### config.mk
export PLATFORM = sky130hd
export DESIGN_NAME = ps_mul_seq
export DESIGN_NICKNAME = d
export VERILOG_FILES = /design/src/rtl/ps_mul_seq.sv
export SDC_FILE = /design/constraint.sdc
export NUM_CORES = 1
export LEC_CHECK = 0
export CAP_MARGIN = 15
export CORE_MARGIN = 3
export CORE_UTILIZATION = 46
export DETAILED_ROUTE_END_ITERATION = 10
export PLACE_DENSITY = 0.81
export SLEW_MARGIN = 20
export SYNTH_ARGS = -nofsm -noshare
export SYNTH_HDL_FRONTEND = slang
export SYNTH_SLANG_ARGS = --single-unit
export TNS_END_PERCENT = 100
### constraint.sdc
create_clock -name clk -period 2.6 [get_ports clk]
set_input_delay 0.52 -clock clk [delete_from_list [all_inputs] [get_ports clk]]
set_output_delay 0.52 -clock clk [all_outputs]
set_load 0.01 [all_outputs]
### src/rtl/ps_mul_seq.sv
// ps_mul_seq: decode/execute sequencer for the PS multiplier.
// Accepts one 13-bit multiplier instruction per cycle into a decode
// register, evaluates its condition against live or forwarded flags,
// issues it to the multiplier, then writes back Rn and updates the
// multiplier status flags in the following (execute) cycle.
module ps_mul_seq #(
  parameter int unsigned RF_ADDRSIZE = 4
) (
  input  logic                   clk,
  input  logic                   reset,
  input  logic                   instr_vld,
  input  logic [12:0]            instr_word,
  input  logic                   stall,
  input  logic                   clr_sticky,
  input  logic                   mul_ps_mv,
  input  logic                   mul_ps_mn,
  output logic                   instr_rdy,
  output logic                   ps_mul_en,
  output logic                   ps_mul_otreg,
  output logic [3:0]             ps_mul_dtsts,
  output logic [1:0]             ps_mul_cls,
  output logic                   ps_rf_wen,
  output logic [RF_ADDRSIZE-1:0] ps_rf_waddr,
  output logic                   astat_mv,
  output logic                   astat_mn,
  output logic                   sticky_mos,
  output logic                   ps_illegal
);

  localparam int unsigned INSTR_W = 13;
  localparam int unsigned RN_W    = 4;

  localparam logic [1:0] CLS_SAT     = 2'b00;
  localparam logic [1:0] COND_ALWAYS = 2'b00;
  localparam logic [1:0] COND_MV_CLR = 2'b01;
  localparam logic [1:0] COND_MN_SET = 2'b10;

  // decode stage
  logic [INSTR_W-1:0] d_word;
  logic               d_vld;

  // execute stage
  logic               e_vld;
  logic               e_otreg;
  logic [1:0]         e_cls;
  logic [RN_W-1:0]    e_rn;

  logic [1:0]         d_cls;
  logic               d_otreg;
  logic [3:0]         d_dtsts;
  logic [1:0]         d_cond;
  logic [RN_W-1:0]    d_rn;
  logic               accept;
  logic               legal;
  logic               cond_true;
  logic               flag_mv;
  logic               flag_mn;
  logic               decode_live;

  // Field split, legality, condition evaluation and issue decisions
  always_comb begin
    d_cls       = d_word[12:11];
    d_otreg     = d_word[10];
    d_dtsts     = d_word[9:6];
    d_cond      = d_word[5:4];
    d_rn        = d_word[3:0];

    instr_rdy   = ~stall & ~reset;
    accept      = instr_vld & instr_rdy;

    // SAT must target MR; rounding (R) is only meaningful on fractional (F) data
    legal       = ~(((d_cls == CLS_SAT) && !d_otreg) || (d_dtsts[0] && !d_dtsts[1]));

    // An instruction in execute has not written ASTAT yet: use its flags directly
    flag_mv     = e_vld ? mul_ps_mv : astat_mv;
    flag_mn     = e_vld ? mul_ps_mn : astat_mn;

    cond_true   = 1'b0;
    case (d_cond)
      COND_ALWAYS: cond_true = 1'b1;
      COND_MV_CLR: cond_true = ~flag_mv;
      COND_MN_SET: cond_true = flag_mn;
      default:     cond_true = ~flag_mn;
    endcase

    decode_live  = d_vld & ~stall & ~reset & cond_true;
    ps_mul_en    = decode_live & legal;
    ps_illegal   = decode_live & ~legal;
    ps_mul_cls   = d_cls;
    ps_mul_otreg = d_otreg;
    ps_mul_dtsts = d_dtsts;

    ps_rf_wen    = e_vld & ~e_otreg & (e_cls != CLS_SAT) & ~reset;
    ps_rf_waddr  = RF_ADDRSIZE'(e_rn);
  end

  // Decode register: capture on accept, hold while stalled, otherwise empty
  always_ff @(posedge clk) begin
    if (reset) begin
      d_vld  <= 1'b0;
      d_word <= '0;
    end else if (accept) begin
      d_vld  <= 1'b1;
      d_word <= instr_word;
    end else if (!stall) begin
      d_vld  <= 1'b0;
    end
  end

  // Execute register: loaded by an issued instruction, drains every cycle
  always_ff @(posedge clk) begin
    if (reset) begin
      e_vld   <= 1'b0;
      e_otreg <= 1'b0;
      e_cls   <= '0;
      e_rn    <= '0;
    end else begin
      e_vld <= ps_mul_en;
      if (ps_mul_en) begin
        e_otreg <= d_otreg;
        e_cls   <= d_cls;
        e_rn    <= d_rn;
      end
    end
  end

  // Status flags: latch multiplier flags at the end of each execute cycle
  always_ff @(posedge clk) begin
    if (reset) begin
      astat_mv <= 1'b0;
      astat_mn <= 1'b0;
    end else if (e_vld) begin
      astat_mv <= mul_ps_mv;
      astat_mn <= mul_ps_mn;
    end
  end

  // Sticky overflow: a new overflow takes priority over a clear
  always_ff @(posedge clk) begin
    if (reset) begin
      sticky_mos <= 1'b0;
    end else if (e_vld && mul_ps_mv) begin
      sticky_mos <= 1'b1;
    end else if (clr_sticky) begin
      sticky_mos <= 1'b0;
    end
  end

endmodule

# --- Word level (Yosys, flattened, before mapping) ---
# Cells that the tools add are included.
word_totals:
  register_bits: 25
  inputBits: 20
  out_inout_bits: 18
  elab_cells: 45
classes:
  n_eq_ne: 3
  n_mux: 7
  bitwise_logic: 16
  n_reduce_logical: 10
ops:
  columns: ["cell", "n"]
  rows:
  - ["$and A1 B1 Y1", 10]
  - ["$mux W1", 6]
  - ["$not A1 Y1", 6]
  - ["$logic_not A2 Y1", 2]
  - ["$reduce_bool A2 Y1", 2]
  - ["$logic_and A1 B1 Y1", 3]
  - ["$pmux W1 S3", 1]
  - ["$eq A2 B1 Y1 const B", 1]
  - ["$eq A2 B2 Y1 const B", 1]
  - ["$logic_not A1 Y1", 2]
  - ["$ne A2 B1 Y1 const B", 1]
  - ["$logic_or A1 B1 Y1", 1]

# --- Longest topological paths before layout ---
logic_depth:
  word_depth: 5
  depth_mapped: 6
  ltp_nobuf: 4

# --- Worst setup path after synthesis ---
# No wires, ideal clock.
synth_timing:
  path_type: "input to output"
  startpoint: "in stall"
  endpoint: "out ps_mul_en"
  arrival_ps: 1489
  required_ps: 2080
  slack_ps: 591
  stages: 3
  n_path_buf: 0
  path_cell_list: "nor2_1 o311ai_2 a211oi_4"
synth_between:
  elab_chain_len: 5
synth_rtl:
  columns: ["element", "line", "rtl"]
  rows:
  - ["from (decl)", "13", "input logic stall,"]
  - ["$not A1 Y1", "86", "decode_live = d_vld & ~stall & ~reset & cond_true;"]
  - ["$and A1 B1 Y1 (3 in series)", "86", null]
  - ["$and A1 B1 Y1", "87", "ps_mul_en = decode_live & legal;"]
  - ["to (decl)", "18", "output logic ps_mul_en,"]
# Every way passes these cells.

# --- Worst setup path in the final report ---
layout_timing:
  startpoint: "in mul_ps_mv"
  endpoint: "out ps_illegal"
layout_between:
  elab_chain_len: 5
layout_rtl:
  columns: ["element", "line", "rtl"]
  rows:
  - ["from (decl)", "15", "input logic mul_ps_mv,"]
  - ["$mux W1", null, null]
  - ["$not A1 Y1", "81", "COND_MV_CLR: cond_true = ~flag_mv;"]
  - ["$pmux W1 S3", "79", "case (d_cond)"]
  - ["$and A1 B1 Y1", "86", null]
  - ["$and A1 B1 Y1", "88", "ps_illegal = decode_live & ~legal;"]
  - ["to (decl)", "27", "output logic ps_illegal"]
# Every way passes these cells.

==> impl_metrics.tcl <==
set metrics [dict create \
    antenna_left 0 \
    powerDensity_nw_per_um2 452 \
    diodes 0 \
    clk_latency_ps 310 \
    synthToLayoutAreaGrowth_pct 40.8 \
    initial_core_util 0.512 \
    hpwlAfterDp_mm 1.64 \
    h-tree-depth 1 \
    tritoncts "done" \
    critPathCaptureType "output port" \
    grt.overflow.total 0 \
    io_buffers 37 \
    hold_slack_ps 477 \
    cp_num_buf_inv 2 \
    period_needed_ps 2470 \
    die-area_um2 2900 \
    tightest_slew_ps 326 \
    grt_pass1_vias 835 \
    finalInstanceArea_um2 1490 \
    path_class "in2out" \
    final_common_cell "clkdlybuf4s50_1" \
    antenna_found_initial 0 \
    cp.arrival_ps 1950 \
    critPathRequiredTime_ps 2080 \
    synthCells 109 \
    rows 16 \
    fill_cells 168 \
    nets 166 \
    pin_count 38 \
    clock_path_buffers 2 \
    synth_nets 129 \
    setup_viol 0 \
    p_leak_nw 0.538 \
    firstDrtPassIters 4 \
    die_x_um 53.9 \
    hp-class "reg2reg" \
    power_uw 671 \
    crit_slowest_cell "clkdlybuf4s50_1" \
    cts_sinks 25 \
    finalClockSkew_ps 2.00 \
    vias 833 \
    drcViolationCount 0 \
    grt_max_degree 27 \
    globalRouteTotalUtil 0.176 \
    numCtsBuffers 3 \
    crit_chain "clkdlybuf4s50_1, mux2i_2, o311ai_4, a21oi_1, and2_1, dlygate4sd2_1" \
    period_share 0.949 \
    avgSynthCellArea_um2 9.68 \
    placed_area_um2 1430 \
    multiInputGateArea_um2 500 \
    routedWlPerCell_um 12.5 \
    vdd_drop_max_uv 358 \
    drive_above_1_share 0.110 \
    slowest_delay_ps 490 \
    postCtsHoldBufs 0 \
    ys_types 19 \
    layout_common_cells "clkdlybuf4s50_1 (34), dfxtp_1 (25), nand2b_1 (18)" \
    slew-limit-headroom 0.782 \
    ys.warnings.count 0 \
    crit_path_start_kind "input pin" \
    crit_path_max_fanout 3 \
    cp_top_family "buffers and inverters" \
    syn_area_um2 1050 \
    cts-root-buf "clkbuf_4" \
    cap_violations 0 \
    drt_wl_total_mm 2.16 \
    grt_pass1_wl_mm 3.65 \
    seq_area_um2 500 \
    yosysSeqAreaShare 0.474 \
    setup_tns_ps 0 \
    core_area_um2 2060 \
    gp_congestion 0.778 \
    fp.dieH_um 53.9 \
    hold_viol_final 0 \
    slew_viol_final 0 \
    status "complete, no violations" \
    vias_per_cell 4.84 \
    drtIter0Drc 9 \
    synth_seq_cells 25 \
    fmax_mhz 405 \
    grt_setup_unrepaired "no" \
    clk_pin_slew_ps 130 \
]
==> power breakdown <==
part	total, mW	switching [mW]	internal [mW]
clock	0.169	0.111	0.0574
sequential	0.405	0.00979	0.396
combinational	0.0967	0.0366	0.0600
==> metal layers <==
metal / vias to the layer above / wire, um / global-route usage
met5: - / 0 / 0
met4: 0 / 0 / 0.0511
met3: 0 / 121 / 0.0332
met2: 25 / 1130 / 0.319
met1: 383 / 904 / 0.207
li1: 425 / - / -
==> stage by stage <==
stage / std cells / utilization / setup WS [ps]
floorplan: 109 / - / 591
global placement: 167 / 0.693 / -89.6
detailed placement: 167 / 0.693 / -147
CTS: 172 / 0.711 / 2.82
global route: 172 / 0.720 / 31.4
finish: 172 / 0.720 / 134
==> path summary, 6_finish.rpt <==
kind               endpoint  slack [ps]  depth (start not counted)      start
max reg2reg  ps_rf_waddr[2]         920                          5      e_vld
min               d_word[8]         480                          2  d_word[8]
min reg2reg       d_word[8]         480                          2  d_word[8]
max              ps_illegal         130                          6  mul_ps_mv
==> worst register-to-register path: cells and delay by family, from the launching register on <==
| kind | cells | cell delay [ps] |
|---|---|---|
| AOI/OAI and AO/OA | 1 | 270 |
| DFF | 1 | 430 |
| buffers and inverters | 1 | 220 |
| xor gates and xnor gates | 1 | 140 |
| muxes | 2 | 550 |
==> synth_stat cells, drive strengths merged <==
cell type / count / area [um^2]
a211oi: 2 / 27.5
a21oi: 2 / 10.0
and2: 2 / 12.5
buf: 7 / 52.6
clkbuf: 4 / 15.0
dfxtp: 25 / 500
inv: 2 / 7.51
mux2i: 10 / 100
nand2: 14 / 52.6
nand2b: 18 / 113
nor2: 5 / 18.8
nor4b: 1 / 15.0
o21ai: 11 / 55.1
o311ai: 1 / 16.3
o31ai: 2 / 15.0
o32ai: 1 / 27.5
or2b: 1 / 7.51
xnor2: 1 / 8.76
==> cell families (layout without fill, tap and decap cells) <==
kind of cell / count (synthesis) / after routing / synth area share
AND/OR/NAND/NOR: 41 / 41 / 0.208
AO/OA/AOI/OAI: 19 / 19 / 0.144
buffers and inverters: 13 / 49 / 0.0712
flip-flops: 25 / 25 / 0.474
XOR/XNOR: 1 / 1 / 0.00831
multiplexers: 10 / 10 / 0.0949
==> timing repair <==
action | 4_1_cts | 5_1_grt
pin swaps | 1 | 1
setup endpoints to repair | 2 | 2
buffers inserted | 1 | 0
gates resized for setup | 3 | 3
==> flip-flops by register name, summed over array words and instances (netlist names) <==
signal,cells
d_word,13
ps_rf_waddr,4
e_cls,2
astat_mn,1
astat_mv,1
d_vld,1
e_otreg,1
e_vld,1
sticky_mos,1
==> layout make-up <==
cell class,instances,share of cell area
Clock buffer,3,0.0152
Clock inverter,1,0.00337
Inverter,2,0.00505
Multi-Input combinational cell,71,0.337
Sequential cell,25,0.337
Tap cell,27,0.0227
Timing Repair Buffer,43,0.280
No activity file was read; power rests on OpenSTA's default activity.
==> RTL edit 1 (same settings) <==
Set the localparam `CLS_SAT` to 2'b01 (it was 2'b00).
--- a/src/rtl/ps_mul_seq.sv
+++ b/src/rtl/ps_mul_seq.sv
@@ -31,5 +31,5 @@
   localparam int unsigned RN_W    = 4;
 
-  localparam logic [1:0] CLS_SAT     = 2'b00;
+  localparam logic [1:0] CLS_SAT     = 2'b01;
   localparam logic [1:0] COND_ALWAYS = 2'b00;
   localparam logic [1:0] COND_MV_CLR = 2'b01;
Function: changed (Yosys sat finds a counterexample within 4 cycles, from zero or initial values and one cycle with reset high).
==> RTL edit 1 against the unedited design <==
  * Synthesized area increased by 0.24%
  * Clock skew increased by 0.0016 ns
  * Largest cell class is now multi-input combinational cells
  * Wire length decreased by 2.5%
  * Setup slack got worse by 0.0082 ns
  * Sequential cell count unchanged
  * Sequential share of layout area about the same
  * Final area about the same
  * Total power about the same
  * Clock power decreased by 3%
  * Die area increased by 0.20%
  * Critical path depth unchanged
  * Maximum frequency decreased by 0.33%
  * Hold slack got worse by 0.00058 ns
==> RTL edit 1: results (changes against the unedited design) <==
global_route:
  grtUsageMet3_pct: 3.60  # was 3.32%
  grt_pass1_vias: 788  # was 835
  grtUsageMet1_pct: 22.1  # was 20.7%
yosys:
  ys_types: 20  # was 19
  syn_inst: 110  # was 109
  syn-num-nets: 130  # was 129
  yosys-top-cells-area: "dfxtp_1 (47%), nand2b_1 (11%), mux2i_1 (9.5%)"  # unchanged
detailed_routing:
  finalWirelength_mm: 2.10  # was 2.16 mm
  route.met3.wl_um: 83  # was 121 µm
  wire_per_inst_um: 12.2  # was 12.5 µm
  met1_length_um: 979  # was 904 µm
  wl_met2_mm: 1.02  # was 1.13 mm
  routed_via_density: 4.83  # was 4.84
  highest_layer: "met4"  # was met3
outcome:
  status: "complete, no violations"  # unchanged
placement:
  gp_congestion: 0.723  # was 0.778
  dp_hpwl_mm: 1.60  # was 1.64 mm
pwr:
  vdd_ir_drop_max_v: 0.000530  # was 0.000358 V
  p_int_mw: 0.518  # was 0.513 mW
clocking:
  clk_latency_ns: 0.30
  ctsResizeCount: 5  # was 3
  cts_setup_buffers: 0  # was 1
sta:
  relSlewSlack_pct: 76.7  # was 78.2%
  fin_skew_ns: 0.00361  # was 0.00200 ns
layout:
  drive_above_1_share_pct: 10.3  # was 11.0%
setup_path:
  slowest_stage: "clkdlybuf4s50_1"  # unchanged
## RTL edit 1: power by group through the flow
| stage | Combinational [mW] | Sequential [mW] | Clock [mW] |
|---|---|---|---|
| 5_1_grt | 0.109 | 0.409 | 0.184 |
| 4_1_cts | 0.101 | 0.406 | 0.168 |
| 2_1_floorplan | 0.0486 | 0.413 | 0 |
| 6_report | 0.101 | 0.406 | 0.164 |
| 3_5_place_dp | 0.0988 | 0.414 | 0 |
| 3_3_place_gp | 0.0969 | 0.414 | 0 |
## RTL edit 1: cell type report
cell class / instances / area (µm²)
Clock buffer: 4 / 26.3
Fill cell: 172 / 578
Tap cell: 27 / 33.8
Timing Repair Buffer: 42 / 408
Inverter: 3 / 11.3
Multi-Input combinational cell: 71 / 504
Sequential cell: 25 / 500
## RTL edit 1: final timing paths
path / to / slack [ns] / startpoint
worst max-delay path: ps_illegal / 0.13 / mul_ps_mv
worst min-delay path: d_word[8] / 0.48 / d_word[8]
worst max register to register: e_otreg / 0.88 / e_vld
worst min register to register: d_word[8] / 0.48 / d_word[8]
## RTL edit 1: logic make-up after synthesis
logic type,synth area share (%)
simple gates,20.8
compound gates,14.3
flops,47.3
mux,9.47
xor+xnor,0.829
buf+inv,7.22
## RTL edit 1: stage by stage
stage                     setup WS, ns  total power, mW  instance area, µm²  hold slack [ns]  utilization, %
after floorplan                  0.591            0.462                1060            0.443               -
after global placement         -0.0921            0.511                1430            0.452            69.5
after detailed placement        -0.117            0.513                1430            0.461            69.5
after CTS                       0.0563            0.675                1470            0.479            71.4
after global routing            0.0273            0.702                1480            0.506            72.0
final                            0.126            0.671                1480            0.476            72.0
## RTL edit 1: tightest hold or removal path, delay by kind of cell, from the launching register on
kind	cells	cell delay, ns
AOI/OAI and AO/OA	1	0.05
DFF	1	0.33
and+or+nand+nor	1	0.07
==> RTL edit 2 (same flow settings) <==
Without the edit above. Make the reset (`reset`) asynchronous in 4 clocked blocks.
--- a/src/rtl/ps_mul_seq.sv
+++ b/src/rtl/ps_mul_seq.sv
@@ -96,5 +96,5 @@
 
   // Decode register: capture on accept, hold while stalled, otherwise empty
-  always_ff @(posedge clk) begin
+  always_ff @(posedge clk or posedge reset) begin
     if (reset) begin
       d_vld  <= 1'b0;
@@ -109,5 +109,5 @@
 
   // Execute register: loaded by an issued instruction, drains every cycle
-  always_ff @(posedge clk) begin
+  always_ff @(posedge clk or posedge reset) begin
     if (reset) begin
       e_vld   <= 1'b0;
@@ -126,5 +126,5 @@
 
   // Status flags: latch multiplier flags at the end of each execute cycle
-  always_ff @(posedge clk) begin
+  always_ff @(posedge clk or posedge reset) begin
     if (reset) begin
       astat_mv <= 1'b0;
@@ -137,5 +137,5 @@
 
   // Sticky overflow: a new overflow takes priority over a clear
-  always_ff @(posedge clk) begin
+  always_ff @(posedge clk or posedge reset) begin
     if (reset) begin
       sticky_mos <= 1'b0;
Behaviour: differs if reset is asserted again (counterexample within 4 cycles, from zero or initial values and one cycle with reset high); with reset held inactive, the same outputs for 10 cycles.
==> RTL edit 2 against the unedited design <==
  * Wire length fell by 1.2%
  * Critical path depth fell by 1
  * Count of clock-buffer cells in the layout did not move
  * Hold slack improved by 0.039 ns
  * Synthesized area did not move
  * Sequential cell count did not move
  * Setup slack got worse by 0.036 ns
  * Maximum frequency fell by 1.4%
  * Sequential share of layout area rose by 8.5 points
  * Final area fell by 0.17%
  * Critical endpoint is now ps_mul_en
Power is not compared: it rests on default switching activity, and its combinational part moved more than twofold at a synthesized area within 25%.
==> RTL edit 2: results (changes against the unedited design) <==
outcome:
  status: "complete, no violations"  # unchanged
layout:
  regMostFlops: "d_word"  # unchanged
  final_nets: 134  # was 166
  n_fill_cell: 139  # was 168
  antennaDiodeCount: 0  # unchanged
  largest_reg_flops: 13  # unchanged
  drive_above_1_share_pct: 31.9  # was 11.0%
  multiInputGateArea_um2: 365  # was 500 µm²
min_path:
  hold_path_class: "reg -> reg"  # unchanged
  holdPathStages: 1  # was 2
  worstHoldStart: "d_vld"  # was d_word[8]
  min_to: "d_vld"  # was d_word[8]
global_route:
  grt_pass1_wl_mm: 3.44  # was 3.65 mm
  grtUsageMet3_pct: 6.09  # was 3.32%
  grtUsageMet1_pct: 19.5  # was 20.7%
  grt_max_degree: 26  # was 27
  grt_util_met2_pct: 30.4  # was 31.9%
  grt_use_total_pct: 17.3  # was 17.6%
  grt_pass1_vias: 745  # was 835
placement:
  dp_cells: 136  # was 167
  dp_hpwl_mm: 1.70  # was 1.64 mm
  gp_congestion: 0.720  # was 0.778
  portBuffers: 37  # unchanged
  placed_cell_area_mm2: 0.00146  # was 0.00143 mm²
detailed_routing:
  vias: 697  # was 833
  highest_layer: "met4"  # was met3
  finalWirelength_mm: 2.13  # was 2.16 mm
  drtPass1Iterations: 4  # unchanged
  drt_first_iter_violations: 4  # was 9
  route.met3.wl_um: 114  # was 121 µm
  routed_via_density: 4.98  # was 4.84
  wl_met2_mm: 1.17  # was 1.13 mm
  met1_length_um: 830  # was 904 µm
sta:
  finalSetupTns_ns: 0  # unchanged
  whs_ns: 0.516  # was 0.477 ns
  fin_skew_ns: 0.00567  # was 0.00200 ns
  relSlewSlack_pct: 75.0  # was 78.2%
setup_path:
  critPathMaxFanout: 2  # was 3
  r2r-end: "ps_rf_waddr[3]"  # was ps_rf_waddr[2]
  r2r_start: "e_vld"  # unchanged
  r2r_cells: 5  # unchanged
  reg2reg_slack_ns: 0.52  # was 0.92 ns
  worstPathArrival_ns: 1.98  # was 1.95 ns
yosys:
  ys_types: 17  # was 19
  ys_top_cells_by_count: "dfrtp_1 (25), mux2_2 (21), buf_4 (6), inv_1 (3), nand2_1 (3)"  # was dfxtp_1 (25), nand2b_1 (18), nand2_1 (14), o21ai_1 (11), mux2i_1 (10)
  synth-async-reset-ratio_pct: 100  # was 0%
  yosys-top-cells-area: "dfrtp_1 (59%), mux2_2 (22%), buf_4 (4.3%)"  # was dfxtp_1 (47%), nand2b_1 (11%), mux2i_1 (9.5%)
  seq_area_frac_synth_pct: 59.3  # was 47.4%
  syn-num-nets: 93  # was 129
  syn_inst: 73  # was 109
pwr:
  vdd_ir_drop_max_v: 0.000565
  p_leak_nw: 0.644
clocking:
  ctsResizeCount: 4  # was 3
  cts_setup_buffers: 0  # was 1
  cts-root-buf: "clkbuf_4"  # unchanged
  cts.htree.levels: 1  # unchanged
  cts_buffers: 3  # unchanged
  clockBufferDepth: 2  # unchanged
## RTL edit 2: per-stage QoR
| stage | setup slack (ns) | power, mW |
|---|---|---|
| after floorplan | 0.492 | 0.777 |
| after detailed placement | -0.313 | 0.983 |
| after global placement | -0.266 | 0.952 |
| after CTS | 0.00655 | 1.16 |
| final | 0.0980 | 1.14 |
| after global routing | 0.0351 | 1.21 |
## RTL edit 2: critical path: stages
cell and delay, ns:
clkdlybuf4s50_1 0.43, mux2_2 0.29, and3b_4 0.20, a2111oi_4 0.35, buf_2 0.19
## RTL edit 2: report_power, final
| group | internal, mW | leakage (nW) | total [mW] | switching, mW |
|---|---|---|---|---|
| registers | 0.498 | 0.308 | 0.568 | 0.0707 |
| logic | 0.255 | 0.322 | 0.395 | 0.140 |
| clock network | 0.0588 | 0.0139 | 0.177 | 0.118 |
| total | 0.812 | 0.644 | 1.14 | 0.329 |
## RTL edit 2: kinds of logic after synthesis
family	count (synthesis)	share of synthesized area, %
AND/OR/NAND/NOR	8	4.39
AO/OA/AOI/OAI	7	6.29
XOR/XNOR	1	1.54
multiplexers	21	22.4
buffers and inverters	11	6.05
flip-flops	25	59.3
## RTL edit 2: final cells by class
cell class              count  share of cell area, %
clock inverters             1                  0.506
clock buffers               3                   1.52
multi-input cells          37                   24.6
repair buffers             44                   28.1
well taps                  27                   2.28
inverters                   3                  0.759
flip-flops and latches     25                   42.2
## RTL edit 2: worst max path at each step
stage	start	to
floorplan	mul_ps_mn	e_cls[0]
global placement	mul_ps_mv	ps_mul_en
detailed placement	mul_ps_mv	ps_mul_en
CTS	mul_ps_mv	ps_mul_en
global route	mul_ps_mv	ps_mul_en
finish	mul_ps_mv	ps_mul_en
